### config.mk
export PLATFORM = sky130hd
export DESIGN_NAME = udma_evt_collector_flat
export DESIGN_NICKNAME = d
export VERILOG_FILES = /design/src/rtl/udma_evt_collector_if.sv /design/src/rtl/udma_evt_collector.sv /design/src/flat_wrapper.sv
export SDC_FILE = /design/constraint.sdc
export NUM_CORES = 1
export LEC_CHECK = 0
export BUFFER_PORTS_ARGS = -buffer_cell sky130_fd_sc_hd__buf_2
export CAP_MARGIN = 40
export CORE_UTILIZATION = 56
export CTS_BUF_LIST = sky130_fd_sc_hd__clkbuf_2
export CTS_CLUSTER_DIAMETER = 30
export CTS_CLUSTER_SIZE = 30
export DETAILED_ROUTE_END_ITERATION = 12
export PLACE_DENSITY = 0.84
export SYNTH_ARGS = -nofsm -noshare
export SYNTH_HDL_FRONTEND = slang
export SYNTH_SLANG_ARGS = --single-unit
### constraint.sdc
create_clock -name clk_i -period 4.3 [get_ports clk_i]
set_input_delay 0.86 -clock clk_i [delete_from_list [all_inputs] [get_ports clk_i]]
set_output_delay 0.86 -clock clk_i [all_outputs]
set_load 0.02 [all_outputs]
### src/rtl/udma_evt_collector_if.sv
`default_nettype none
// ============================================================================
//  Module      : udma_evt_collector_if
//  Description : Event queue output handshake between the collector and the
//                downstream event matcher.
//  Revision    : 1.0 - initial release
// ============================================================================
interface udma_evt_collector_if;
    logic       evt_valid_o;
    logic [7:0] evt_data_o;
    logic       evt_ready_i;
    logic       evt_lost_o;

    modport master (
        output evt_valid_o,
        output evt_data_o,
        output evt_lost_o,
        input  evt_ready_i
    );

    modport slave (
        input  evt_valid_o,
        input  evt_data_o,
        input  evt_lost_o,
        output evt_ready_i
    );
endinterface
`default_nettype wire

### src/rtl/udma_evt_collector.sv
`default_nettype none
// ============================================================================
//  Module      : udma_evt_collector
//  Description : Latches per-line peripheral events, arbitrates them
//                round-robin into a small FIFO of event IDs and flags drops.
//  Revision    : 1.0 - initial release
// ============================================================================
module udma_evt_collector #(
    parameter int NB_EVT     = 32,
    parameter int FIFO_DEPTH = 4
) (
    input  logic                       clk_i,
    input  logic                       rstn_i,
    input  logic [NB_EVT-1:0]          evt_i,
    udma_evt_collector_if.master       evt_if
);

    localparam int c_RR_W  = $clog2(NB_EVT);
    localparam int c_PTR_W = $clog2(FIFO_DEPTH);
    localparam int c_CNT_W = c_PTR_W + 1;
    localparam logic [c_CNT_W-1:0] c_FULL     = c_CNT_W'(FIFO_DEPTH);
    localparam logic [c_RR_W-1:0]  c_LAST_EVT = c_RR_W'(NB_EVT - 1);

    logic [NB_EVT-1:0]  r_pending;
    logic [NB_EVT-1:0]  w_hi;
    logic [NB_EVT-1:0]  w_gnt_oh;
    logic [c_RR_W-1:0]  r_rr;
    logic [c_RR_W-1:0]  w_gnt_idx;
    logic               w_can_grant;
    logic               w_grant;
    logic               w_pop;

    logic [7:0]         r_mem [FIFO_DEPTH];
    logic [c_PTR_W-1:0] r_wr_ptr;
    logic [c_PTR_W-1:0] r_rd_ptr;
    logic [c_PTR_W-1:0] w_rd_nxt;
    logic [c_CNT_W-1:0] r_count;
    logic [c_CNT_W-1:0] w_count_nxt;

    logic               r_valid;
    logic               r_lost;
    logic [7:0]         r_data;
    logic [7:0]         w_head_nxt;
    logic [7:0]         w_push_data;

    // A full queue blocks the grant even if the head is popped this cycle.
    assign w_can_grant = (r_count != c_FULL);
    assign w_grant     = w_can_grant && (|r_pending);
    assign w_pop       = r_valid && evt_if.evt_ready_i;
    assign w_push_data = 8'(w_gnt_idx);

    // Round-robin: lowest pending line at or above rr, else lowest overall.
    always_comb begin
        w_hi      = '0;
        w_gnt_idx = '0;
        w_gnt_oh  = '0;
        for (int i = 0; i < NB_EVT; i++) begin
            w_hi[i] = r_pending[i] && (c_RR_W'(i) >= r_rr);
        end
        for (int i = NB_EVT - 1; i >= 0; i--) begin
            if (r_pending[i]) begin
                w_gnt_idx = c_RR_W'(i);
            end
        end
        if (|w_hi) begin
            for (int i = NB_EVT - 1; i >= 0; i--) begin
                if (w_hi[i]) begin
                    w_gnt_idx = c_RR_W'(i);
                end
            end
        end
        for (int i = 0; i < NB_EVT; i++) begin
            w_gnt_oh[i] = w_grant && (w_gnt_idx == c_RR_W'(i));
        end
    end

    assign w_rd_nxt    = r_rd_ptr + c_PTR_W'(w_pop);
    assign w_count_nxt = r_count + c_CNT_W'(w_grant) - c_CNT_W'(w_pop);

    // When the queue drains to zero before this cycle's push, the pushed ID
    // becomes the new head directly.
    always_comb begin
        w_head_nxt = 8'h00;
        if (w_count_nxt != '0) begin
            if (r_count == c_CNT_W'(w_pop)) begin
                w_head_nxt = w_push_data;
            end else begin
                w_head_nxt = r_mem[w_rd_nxt];
            end
        end
    end

    always_ff @(posedge clk_i or negedge rstn_i) begin
        if (!rstn_i) begin
            r_pending <= '0;
            r_rr      <= '0;
            r_lost    <= 1'b0;
        end else begin
            r_pending <= (r_pending & ~w_gnt_oh) | evt_i;
            r_lost    <= |(evt_i & r_pending & ~w_gnt_oh);
            if (w_grant) begin
                r_rr <= (w_gnt_idx == c_LAST_EVT) ? '0 : w_gnt_idx + 1'b1;
            end
        end
    end

    always_ff @(posedge clk_i or negedge rstn_i) begin
        if (!rstn_i) begin
            r_wr_ptr <= '0;
            r_rd_ptr <= '0;
            r_count  <= '0;
            r_valid  <= 1'b0;
            r_data   <= 8'h00;
        end else begin
            if (w_grant) begin
                r_wr_ptr <= r_wr_ptr + 1'b1;
            end
            r_rd_ptr <= w_rd_nxt;
            r_count  <= w_count_nxt;
            r_valid  <= (w_count_nxt != '0);
            r_data   <= w_head_nxt;
        end
    end

    always_ff @(posedge clk_i) begin
        if (w_grant) begin
            r_mem[r_wr_ptr] <= w_push_data;
        end
    end

    assign evt_if.evt_valid_o = r_valid;
    assign evt_if.evt_data_o  = r_data;
    assign evt_if.evt_lost_o  = r_lost;

endmodule
`default_nettype wire

### src/flat_wrapper.sv
// flat-port wrapper written by rule: the top's interface ports become plain ports
module udma_evt_collector_flat 
#(
    parameter int NB_EVT     = 32,
    parameter int FIFO_DEPTH = 4
)
  (clk_i, rstn_i, evt_i, evt_if_evt_valid_o, evt_if_evt_data_o, evt_if_evt_lost_o, evt_if_evt_ready_i);
  udma_evt_collector_if evt_if_i ();
  input  logic clk_i;
  input  logic rstn_i;
  input  logic [NB_EVT-1:0] evt_i;
  output wire logic [$bits(evt_if_i.evt_valid_o)-1:0] evt_if_evt_valid_o;
  output wire logic [$bits(evt_if_i.evt_data_o)-1:0] evt_if_evt_data_o;
  output wire logic [$bits(evt_if_i.evt_lost_o)-1:0] evt_if_evt_lost_o;
  input wire logic [$bits(evt_if_i.evt_ready_i)-1:0] evt_if_evt_ready_i;
  assign evt_if_evt_valid_o = evt_if_i.evt_valid_o;
  assign evt_if_evt_data_o = evt_if_i.evt_data_o;
  assign evt_if_evt_lost_o = evt_if_i.evt_lost_o;
  assign evt_if_i.evt_ready_i = evt_if_evt_ready_i;
  udma_evt_collector #(.NB_EVT(NB_EVT), .FIFO_DEPTH(FIFO_DEPTH)) u_core (.clk_i(clk_i), .rstn_i(rstn_i), .evt_i(evt_i), .evt_if(evt_if_i));
endmodule
==> flow_summary.toml <==
[finish]
finish.net_count = 679
final_util = 0.669
layout.cells.most_common = "nand2_1"
areaGrowthSynthToFinish_pct = 12.9
layout.cell_area.non_filler_um2 = 5610
final_layout_size_suffix_gt1_frac = 0.246
n_antenna_cell = 0
layout_common_cells = "62 x nand2_1, 50 x buf_4, 43 x dfrtp_1, 41 x nor2_1, 41 x buf_2"
num-fill-cells = 677
fin_cells = 740

[global_route]
globalRoute.totalOverflow = 0
grt_start_max_net_pins = 33
antenna_found_initial = 0
wire_length_of_the_first_global_routing_pass_um = 24600
grtUsageTotal = 0.366
via_count_of_the_first_global_routing_pass = 4728

[placed_design]
gp_routability_congestion = 1.04
post-dp-hpwl_um = 11900
place.port_buffers = 41
numPlacedInstances = 718
placement.cell_area_um2 = 5430

[detailed_routing]
wl_met3_um = 1900
routedLengthMet1_um = 6100
via_count = 5025
initialDrtViolationCount = 797
top_layer_used = "met4"
detail_route.drc_violations = 0
wl_met2_um = 6980
avgRoutedWirePerCell_um = 21.4
postRouteAntennaNets = 0
drt_pass1_iterations = 5
vias_per_cell = 6.79
wirelength_um = 15800

[floorplanning]
ioPinCount = 45
fp.coreArea_um2 = 8380
design.die.area_um2 = 9250
core.rowCount = 33
initial_core_util = 0.592
die_height_um = 96.2
dieWidth_um = 96.2

[power_and_ir_drop]
cellLeakagePower_nw = 2.24
pwr_density_cell_nw_per_um2 = 608
power.ir.vdd_worst_v = 0.000420

[clock_tree]
cts.sinks = 71
tritoncts = "done"
clk_pin_slew_ps = 260
cts.hold.buffers_added = 0
ctsLongestPathBuffers = 2
clock-root-buffer = "clkbuf_2"
numCtsBuffers = 9
clock_latency_ps = 540
htree_levels = 3

[critical_path]
destination_of_the_worst_register_to_register_timing_path = "u_core.evt_if.evt_lost_o"
reg2reg_from = "u_core.r_rr[3]"
critical_path.startpoint_type = "flip-flop"
worstSetupPathType = "reg -> reg"
timing.reg2reg.worst_path_depth = 17
required_ps = 4720
r2r_slack_ps = 140
timing.critical_path.to_type = "flip-flop"
worstPathMaxFanout = 10
worst_ep_arrival_time_ps = 4590

[logic_synthesis]
syn_inst = 562
distinct_cells_synth = 79
synth_edf_count = 20
ys_ff_latch = 71
yosys_warnings = 0
synth_flop_cell = "dfrtp_1"
syn-cell-area_um2 = 4960
yosysSeqAreaShare = 0.378
syn_avg_cell_area_um2 = 8.83
synth_async_reset_ratio = 0.718

[run_status]
run_status = "finished clean"

[sta]
worstMarginPinSlew_ps = 745
summed_negative_setup_slack_over_all_endpoints_ps = 0
period_share = 0.969
slew_viol_final = 0
timing.final.setup_violations = 0
maxSlewHeadroom = 0.501
final_min_period_ps = 4160
timing.fmax_ghz = 0.240
timing_hold_violations_final = 0
skew_ps = 32.6

[hold_path]
hp_class = "in -> async"

[run]
maxCapViolCount = 0
## how the worst max path moves through the flow
stage                              start                  endpoint  slack (ps)  depth (start not counted)
final                     u_core.r_rr[3]  u_core.evt_if.evt_lost_o         140                         17
after global routing      u_core.r_rr[3]  u_core.evt_if.evt_lost_o          -5                         17
after CTS                 u_core.r_rr[2]  u_core.evt_if.evt_lost_o          70                         16
after detailed placement  u_core.r_rr[1]  u_core.evt_if.evt_lost_o         130                         16
after global placement    u_core.r_rr[4]  u_core.evt_if.evt_lost_o         170                         16
after floorplan           u_core.r_rr[2]  u_core.evt_if.evt_lost_o          40                         20
## power by group
| part | total, mW | internal (mW) | switching, mW |
|---|---|---|---|
| Combinational | 1.88 | 0.745 | 1.13 |
| Clock | 0.374 | 0.0867 | 0.288 |
| Sequential | 1.16 | 0.954 | 0.204 |
| Total | 3.41 | 1.79 | 1.62 |
## flip-flops by register name (all words and copies together) (netlist names)
signal / count
u_core.evt_if.evt_lost_o: 1
u_core.r_rd_ptr: 2
u_core.evt_if.evt_data_o: 5
u_core.evt_if.evt_valid_o: 1
u_core.r_count: 3
u_core.r_rr: 5
u_core.r_pending: 32
u_core.r_mem: 20
u_core.r_wr_ptr: 2
## synthesized netlist by cell type, types with 3 or more instances
library cell / count / area (um^2)
nand2_1: 62 / 233
dfrtp_1: 51 / 1280
nor2_1: 43 / 161
a21oi_1: 35 / 175
o21ai_0: 33 / 165
nand3_1: 29 / 145
inv_1: 28 / 105
a21o_1: 26 / 195
edfxtp_1: 20 / 601
a31oi_1: 16 / 100
clkbuf_1: 15 / 56.3
ha_1: 13 / 163
and2_1: 12 / 75.1
and3_1: 9 / 56.3
nand4_1: 9 / 56.3
nor4_1: 9 / 56.3
or2_2: 9 / 56.3
buf_2: 8 / 40.0
nor3_1: 7 / 35.0
buf_4: 6 / 45.0
buf_6: 6 / 67.6
nand2b_1: 6 / 37.5
o31ai_1: 6 / 45.0
mux4_2: 5 / 113
nor2b_1: 5 / 31.3
o2111ai_1: 5 / 43.8
xnor2_1: 5 / 43.8
a32o_1: 4 / 40.0
a32oi_1: 4 / 35.0
o211ai_1: 4 / 30.0
or4_1: 4 / 30.0
a211oi_1: 3 / 22.5
a221o_1: 3 / 30.0
o211ai_2: 3 / 37.5
o21ai_1: 3 / 15.0
## stage by stage
step	worst slack (ps)	hold WS, ps	total power [mW]
6_report	135	247	3.41
4_1_cts	71.6	247	3.30
3_5_place_dp	130	543	2.93
5_1_grt	-5.41	259	3.59
3_3_place_gp	174	520	2.87
2_1_floorplan	35.9	475	2.29
## worst max-delay path, cell delays in order (launching register included)
cell and delay [ps]:
dfrtp_2 530, buf_4 160, buf_4 160, or3_1 350, o211ai_1 300, nand3b_1 170
a21oi_1 50, o31ai_1 100, o211ai_1 210, inv_1 130, ha_1 180, and2_1 170
ha_1 180, nand2_1 80, a32o_2 310, a2111oi_2 340, nand4_1 120, or4_1 510
## kinds of logic (layout without fill, tap and decap cells)
| kind of cell | after synthesis | in the layout | share of synthesized area |
|---|---|---|---|
| buf+inv | 66 | 137 | 0.0655 |
| fa+ha+maj | 14 | 14 | 0.0368 |
| simple gates | 217 | 217 | 0.221 |
| flops | 71 | 71 | 0.378 |
| mux | 7 | 7 | 0.0267 |
| xor+xnor | 6 | 6 | 0.0106 |
| other cells | 1 | 3 | 0.000755 |
| compound gates | 180 | 180 | 0.261 |
## per-layer routing
| layer | up-vias | track usage |
|---|---|---|
| met5 | - | 0 |
| met4 | 0 | 0.187 |
| met3 | 75 | 0.0679 |
| met2 | 412 | 0.553 |
| met1 | 2312 | 0.503 |
| li1 | 2226 | - |
## repair_timing
item                       CTS  global route
gates resized for setup      0            15
setup endpoints to repair    0             1
setup buffers                0             6
## area by class of cell
class | instances | area (um^2) | share of cell area
clock buffers | 9 | 45.0 | 0.00803
clock inverters | 7 | 65.1 | 0.0116
inverters | 30 | 113 | 0.0201
multi-input cells | 427 | 2790 | 0.497
flip-flops and latches | 71 | 1890 | 0.337
well taps | 105 | 131 | 0.0234
repair buffers | 91 | 581 | 0.104
(Power assumes the default switching activity.)
